==> config.mk <==
export PLATFORM = sky130hd
export DESIGN_NAME = plp_bus_arbiter
export DESIGN_NICKNAME = d
export VERILOG_FILES = /design/src/rtl/plp_bus_arbiter.sv
export SDC_FILE = /design/constraint.sdc
export NUM_CORES = 1
export LEC_CHECK = 0
export ABC_AREA = 1
export ABC_CLOCK_PERIOD_IN_PS = 1900
export BUFFER_PORTS_ARGS = -buffer_cell sky130_fd_sc_hd__buf_2
export CAP_MARGIN = 15
export CORE_MARGIN = 2
export CORE_UTILIZATION = 44
export CTS_CLUSTER_DIAMETER = 80
export DETAILED_ROUTE_END_ITERATION = 7
export HOLD_SLACK_MARGIN = 0.02
export MAX_ROUTING_LAYER = met4
export PLACE_DENSITY = 0.78
export SYNTH_ARGS = -nofsm -noshare
export SYNTH_HDL_FRONTEND = slang
export SYNTH_SLANG_ARGS = --single-unit
==> constraint.sdc <==
create_clock -name clk -period 1.9 [get_ports clk]
set_clock_uncertainty 0.15 [all_clocks]
set_input_delay 0.19 -clock clk [delete_from_list [all_inputs] [get_ports clk]]
set_output_delay 0.19 -clock clk [all_outputs]
set_load 0.02 [all_outputs]
==> src/rtl/plp_bus_arbiter.sv <==
// Two-master round-robin arbiter and sequencer for the PLP bus.
// Checks alignment and converts a hung slave into an error response.
module plp_bus_arbiter #(
  parameter int TIMEOUT = 255,
  parameter int TOUT_W  = 8
) (
  input  logic        clk,
  input  logic        rst,
  input  logic        m0_req,
  input  logic [31:0] m0_addr,
  input  logic        m0_we,
  input  logic [31:0] m0_wdata,
  output logic [31:0] m0_rdata,
  output logic        m0_ack,
  output logic        m0_err,
  input  logic        m1_req,
  input  logic [31:0] m1_addr,
  input  logic        m1_we,
  input  logic [31:0] m1_wdata,
  output logic [31:0] m1_rdata,
  output logic        m1_ack,
  output logic        m1_err,
  output logic        bus_req,
  output logic [31:0] bus_addr,
  output logic        bus_we,
  output logic [31:0] bus_wdata,
  input  logic [31:0] bus_rdata,
  input  logic        bus_ack,
  output logic [1:0]  grant,
  output logic        busy
);

  typedef enum logic [1:0] {
    IDLE,
    BUSY,
    DONE
  } state_t;

  localparam logic [TOUT_W-1:0] TMAX =
    TOUT_W'((TIMEOUT == 0) ? 0 : TIMEOUT - 1);

  state_t            state_q, state_d;
  logic              last_q, last_d;
  logic [TOUT_W-1:0] cnt_q, cnt_d;
  logic              req_q, req_d;
  logic [31:0]       addr_q, addr_d;
  logic              we_q, we_d;
  logic [31:0]       wdata_q, wdata_d;
  logic [1:0]        grant_q, grant_d;
  logic              busy_q, busy_d;
  logic [1:0]        ack_q, ack_d;
  logic [1:0]        err_q, err_d;
  logic [31:0]       rd0_q, rd0_d;
  logic [31:0]       rd1_q, rd1_d;

  logic              pick;
  logic [1:0]        pick_oh;
  logic [31:0]       sel_addr;
  logic              sel_we;
  logic [31:0]       sel_wdata;

  // Choose the next owner: a lone requester wins, a tie goes to the
  // master that was not served last.
  always_comb begin
    pick = 1'b0;
    unique case (1'b1)
      (m0_req && m1_req):  pick = ~last_q;
      (!m0_req && m1_req): pick = 1'b1;
      default:             pick = 1'b0;
    endcase
    pick_oh   = pick ? 2'b10 : 2'b01;
    sel_addr  = pick ? m1_addr : m0_addr;
    sel_we    = pick ? m1_we : m0_we;
    sel_wdata = pick ? m1_wdata : m0_wdata;
  end

  // Next-state and next-output logic; every output is registered.
  always_comb begin
    state_d = state_q;
    last_d  = last_q;
    cnt_d   = cnt_q;
    req_d   = req_q;
    addr_d  = addr_q;
    we_d    = we_q;
    wdata_d = wdata_q;
    grant_d = grant_q;
    busy_d  = busy_q;
    ack_d   = ack_q;
    err_d   = err_q;
    rd0_d   = rd0_q;
    rd1_d   = rd1_q;
    unique case (state_q)
      IDLE: begin
        if (m0_req || m1_req) begin
          grant_d = pick_oh;
          last_d  = pick;
          busy_d  = 1'b1;
          if (sel_addr[1:0] == 2'b00) begin
            req_d   = 1'b1;
            addr_d  = sel_addr;
            we_d    = sel_we;
            wdata_d = sel_wdata;
            cnt_d   = '0;
            state_d = BUSY;
          end else begin
            ack_d   = pick_oh;
            err_d   = pick_oh;
            if (pick) rd1_d = '0;
            else      rd0_d = '0;
            state_d = DONE;
          end
        end
      end
      BUSY: begin
        cnt_d = cnt_q + 1'b1;
        if (bus_ack) begin
          req_d   = 1'b0;
          ack_d   = grant_q;
          err_d   = 2'b00;
          if (grant_q[1]) rd1_d = bus_rdata;
          else            rd0_d = bus_rdata;
          state_d = DONE;
        end else if (TIMEOUT != 0 && cnt_q == TMAX) begin
          req_d   = 1'b0;
          ack_d   = grant_q;
          err_d   = grant_q;
          if (grant_q[1]) rd1_d = '0;
          else            rd0_d = '0;
          state_d = DONE;
        end
      end
      DONE: begin
        ack_d   = 2'b00;
        err_d   = 2'b00;
        grant_d = 2'b00;
        busy_d  = 1'b0;
        state_d = IDLE;
      end
      default: state_d = IDLE;
    endcase
  end

  // State and output registers with synchronous reset.
  always_ff @(posedge clk) begin
    if (rst) begin
      state_q <= IDLE;
      last_q  <= 1'b1;
      cnt_q   <= '0;
      req_q   <= 1'b0;
      addr_q  <= '0;
      we_q    <= 1'b0;
      wdata_q <= '0;
      grant_q <= 2'b00;
      busy_q  <= 1'b0;
      ack_q   <= 2'b00;
      err_q   <= 2'b00;
      rd0_q   <= '0;
      rd1_q   <= '0;
    end else begin
      state_q <= state_d;
      last_q  <= last_d;
      cnt_q   <= cnt_d;
      req_q   <= req_d;
      addr_q  <= addr_d;
      we_q    <= we_d;
      wdata_q <= wdata_d;
      grant_q <= grant_d;
      busy_q  <= busy_d;
      ack_q   <= ack_d;
      err_q   <= err_d;
      rd0_q   <= rd0_d;
      rd1_q   <= rd1_d;
    end
  end

  assign bus_req   = req_q;
  assign bus_addr  = addr_q;
  assign bus_we    = we_q;
  assign bus_wdata = wdata_q;
  assign grant     = grant_q;
  assign busy      = busy_q;
  assign m0_ack    = ack_q[0];
  assign m1_ack    = ack_q[1];
  assign m0_err    = err_q[0];
  assign m1_err    = err_q[1];
  assign m0_rdata  = rd0_q;
  assign m1_rdata  = rd1_q;

endmodule

==> qor.yml <==
yosysUniqueCellTypes: 29
tightest_slew_ns: 0.415
hpwl_um: 15500
cp_slowest_cell: "dlygate4sd3_1"
crit_family: "buffers and inverters"
crit_arrival_ns: 2.06
synth.top_cells.by_area: "dfxtp_1 42%, nand2_1 18%, nor2_1 14%"
crit_path_max_fanout: 53
p_total_mw: 11.2
grt_max_degree: 78
dp.cells: 1556
pin_count: 304
relSlewSlack: 0.723
rsz0062_at_grt: "yes"
slew_viol_final: 0
crit_path_end_kind: "register"
synth_top_family_by_area: "simple AND/OR/NAND/NOR gates"
core-area_um2: 15800
muxShareOfSynthArea: 0
start_util: 0.450
gp_congestion: 0.917
max-cap-violations: 0
clock_sinks: 148
leakagePower_nw: 5.89
critPathMaxStageDelay_ns: 0.55
status: "complete, no violations"
path_cells: "dlygate4sd3_1, buf_2, nand2_4, nand2_1, nand3_2, nor2_4, buf_12, o21ai_0, nor2_1"
clockRootBuffer: "clkbuf_16"
fillers: 1141
p_sw_mw: 4.23
fp.dieW_um: 131
hold_path_class: "in2reg"
row_count: 46
synthAdderAreaFrac: 0.0105
regToRegSetupSlack_ns: 0.04
yosysTopAreaCellShare: 0.416
synth_compound_area_frac: 0.116
synthXorXnorAreaFrac: 0.00492
switching_share: 0.379
period_minus_slack_ns: 1.87
grt_pass1_vias: 8774
ys_ff_latch: 148
syn_to_final_growth_pct: 57.0
combPwrFrac: 0.366
die-height_um: 131
drt_iter0_markers: 811
antenna_found_initial: 6
hold_ws_ns: 0.0500
clk_latency_ns: 0.42
path_buf_inv: 3
startpoint_type: "primary input"
num_vias: 9139
syn_area_um2: 7130
syn_inst: 1069
port_buffers: 303
grt_usage: 0.322
synth_top_area_cell: "dfxtp_1"
cts_buffers: 17
drive_above_1_share: 0.269
final_hold_viol_count: 0
wl_per_cell_um: 16.3
power_density_nw_per_um2: 1000
die_area_um2: 17200
synth-simple-area-share: 0.377
max_freq_ghz: 0.535
cp.required_ns: 2.09
fin_cells: 1757
grt-ovfl-total: 0
synth-seq-area-share: 0.416
syn_area_per_cell_um2: 6.67
cts_tree: "done"
vias_per_cell: 5.20
route.detailed.drc: 0
setup_violations: 0
syn_nets: 1242
clkTransAtPathRegs_ns: 0.07
min_period_over_period: 0.984
intPower_mw: 6.95
finalSetupTns_ns: 0
h-tree-depth: 4
drtAntennaViolNets: 0
drtPass1Iterations: 6
fin_nets: 1693
peakVddDrop_uv: 674
worstSetupPathType: "in2reg"
p_clk_frac: 0.285
grt_pass1_wl_um: 43700
yosysWarnings: 0
cts_buffer_depth: 2
seqPwrFrac: 0.349
postRouteWirelength_um: 28600
[cell type report]
class,count,area [µm²],share of cell area
Antenna cell,8,20.0,0.00179
Clock buffer,18,429,0.0384
Multi-Input combinational cell,810,3670,0.328
Timing Repair Buffer,498,3550,0.317
Clock inverter,14,118,0.0105
Tap cell,216,270,0.0242
Sequential cell,148,2970,0.265
Inverter,45,170,0.0152
[cell usage after synthesis, drive strengths merged]
cell type,count
dfxtp,148
nor2,271
clkbuf,21
buf,45
o21ai,68
xnor2,2
xor2,2
nand3,15
inv,45
a21oi,20
nand3b,1
nand2,353
nor3b,10
ha,6
nor3,16
o21bai,46
[registers in the layout, summed over array words and instances, names as in the netlist]
| signal | flops |
|---|---|
| err_q | 2 |
| state_q | 2 |
| m0_rdata | 32 |
| bus_req | 1 |
| busy | 1 |
| bus_addr | 32 |
| cnt_q | 8 |
| grant | 2 |
| bus_we | 1 |
| bus_wdata | 32 |
| ack_q | 2 |
| m1_rdata | 32 |
| last_q | 1 |
[placed cells by master (no fill, tap or decap), types with 17 or more instances in the layout]
cell           count
o21ai_0           68
buf_4             19
a21oi_1           19
inv_1             40
dfxtp_1          145
clkbuf_16         17
dlygate4sd3_1    160
o21bai_1          36
buf_2            303
nand2_1          343
nor2_1           263
[power by group through the flow]
stage	clock, mW	sequential (mW)	combinational, mW
finish	3.19	3.90	4.09
global route	3.38	3.95	4.41
detailed placement	0	3.92	3.65
global placement	0	3.92	3.57
floorplan	0	4.49	1.83
CTS	3.23	3.86	3.92
[layer usage]
layer / global-route usage / share of wire
met1: 0.352 / 0.37
met5: - / 0
met4: 0.196 / 0.063
met2: 0.531 / 0.47
met3: 0.0814 / 0.096
[cell families (layout without fill, tap and decap cells)]
group           Yosys count  count (layout)
compound gates          134             134
xor+xnor                  4               4
fa+ha+maj                 6               6
buf+inv                 111             575
flops                   148             148
other cells               0               8
simple gates            666             666
[worst min-delay path, delay by kind of cell]
family,cells,cell delay [ns]
buf+inv,2,0.15
simple gates,3,0.23
[through the flow]
step / setup slack, ns / utilization / instance area [µm²]
3_5_place_dp: -0.0272 / 0.566 / 8960
2_1_floorplan: 0.106 / - / 7130
6_report: 0.0313 / 0.707 / 11200
5_1_grt: -0.0997 / 0.707 / 11200
4_1_cts: 0.00252 / 0.702 / 11100
3_3_place_gp: 0.0148 / 0.566 / 8960
[path summary, 6_finish.rpt]
check | start | endpoint | cells past startpoint
max | m1_req | bus_wdata[12] | 9
min reg2reg | bus_addr[1] | bus_addr[1] | 2
max reg2reg | state_q[0] | bus_wdata[12] | 7
min | bus_rdata[2] | m1_rdata[2] | 5
[repair_timing]
action                                 4_1_cts  5_1_grt
resized for setup                            1       14
pin swaps                                    0        0
setup endpoints to repair                   14       76
endpoints found under the hold margin      121        0
setup buffers                                0        1
hold buffers                               160        0
Power figures use the tool's default switching activity.
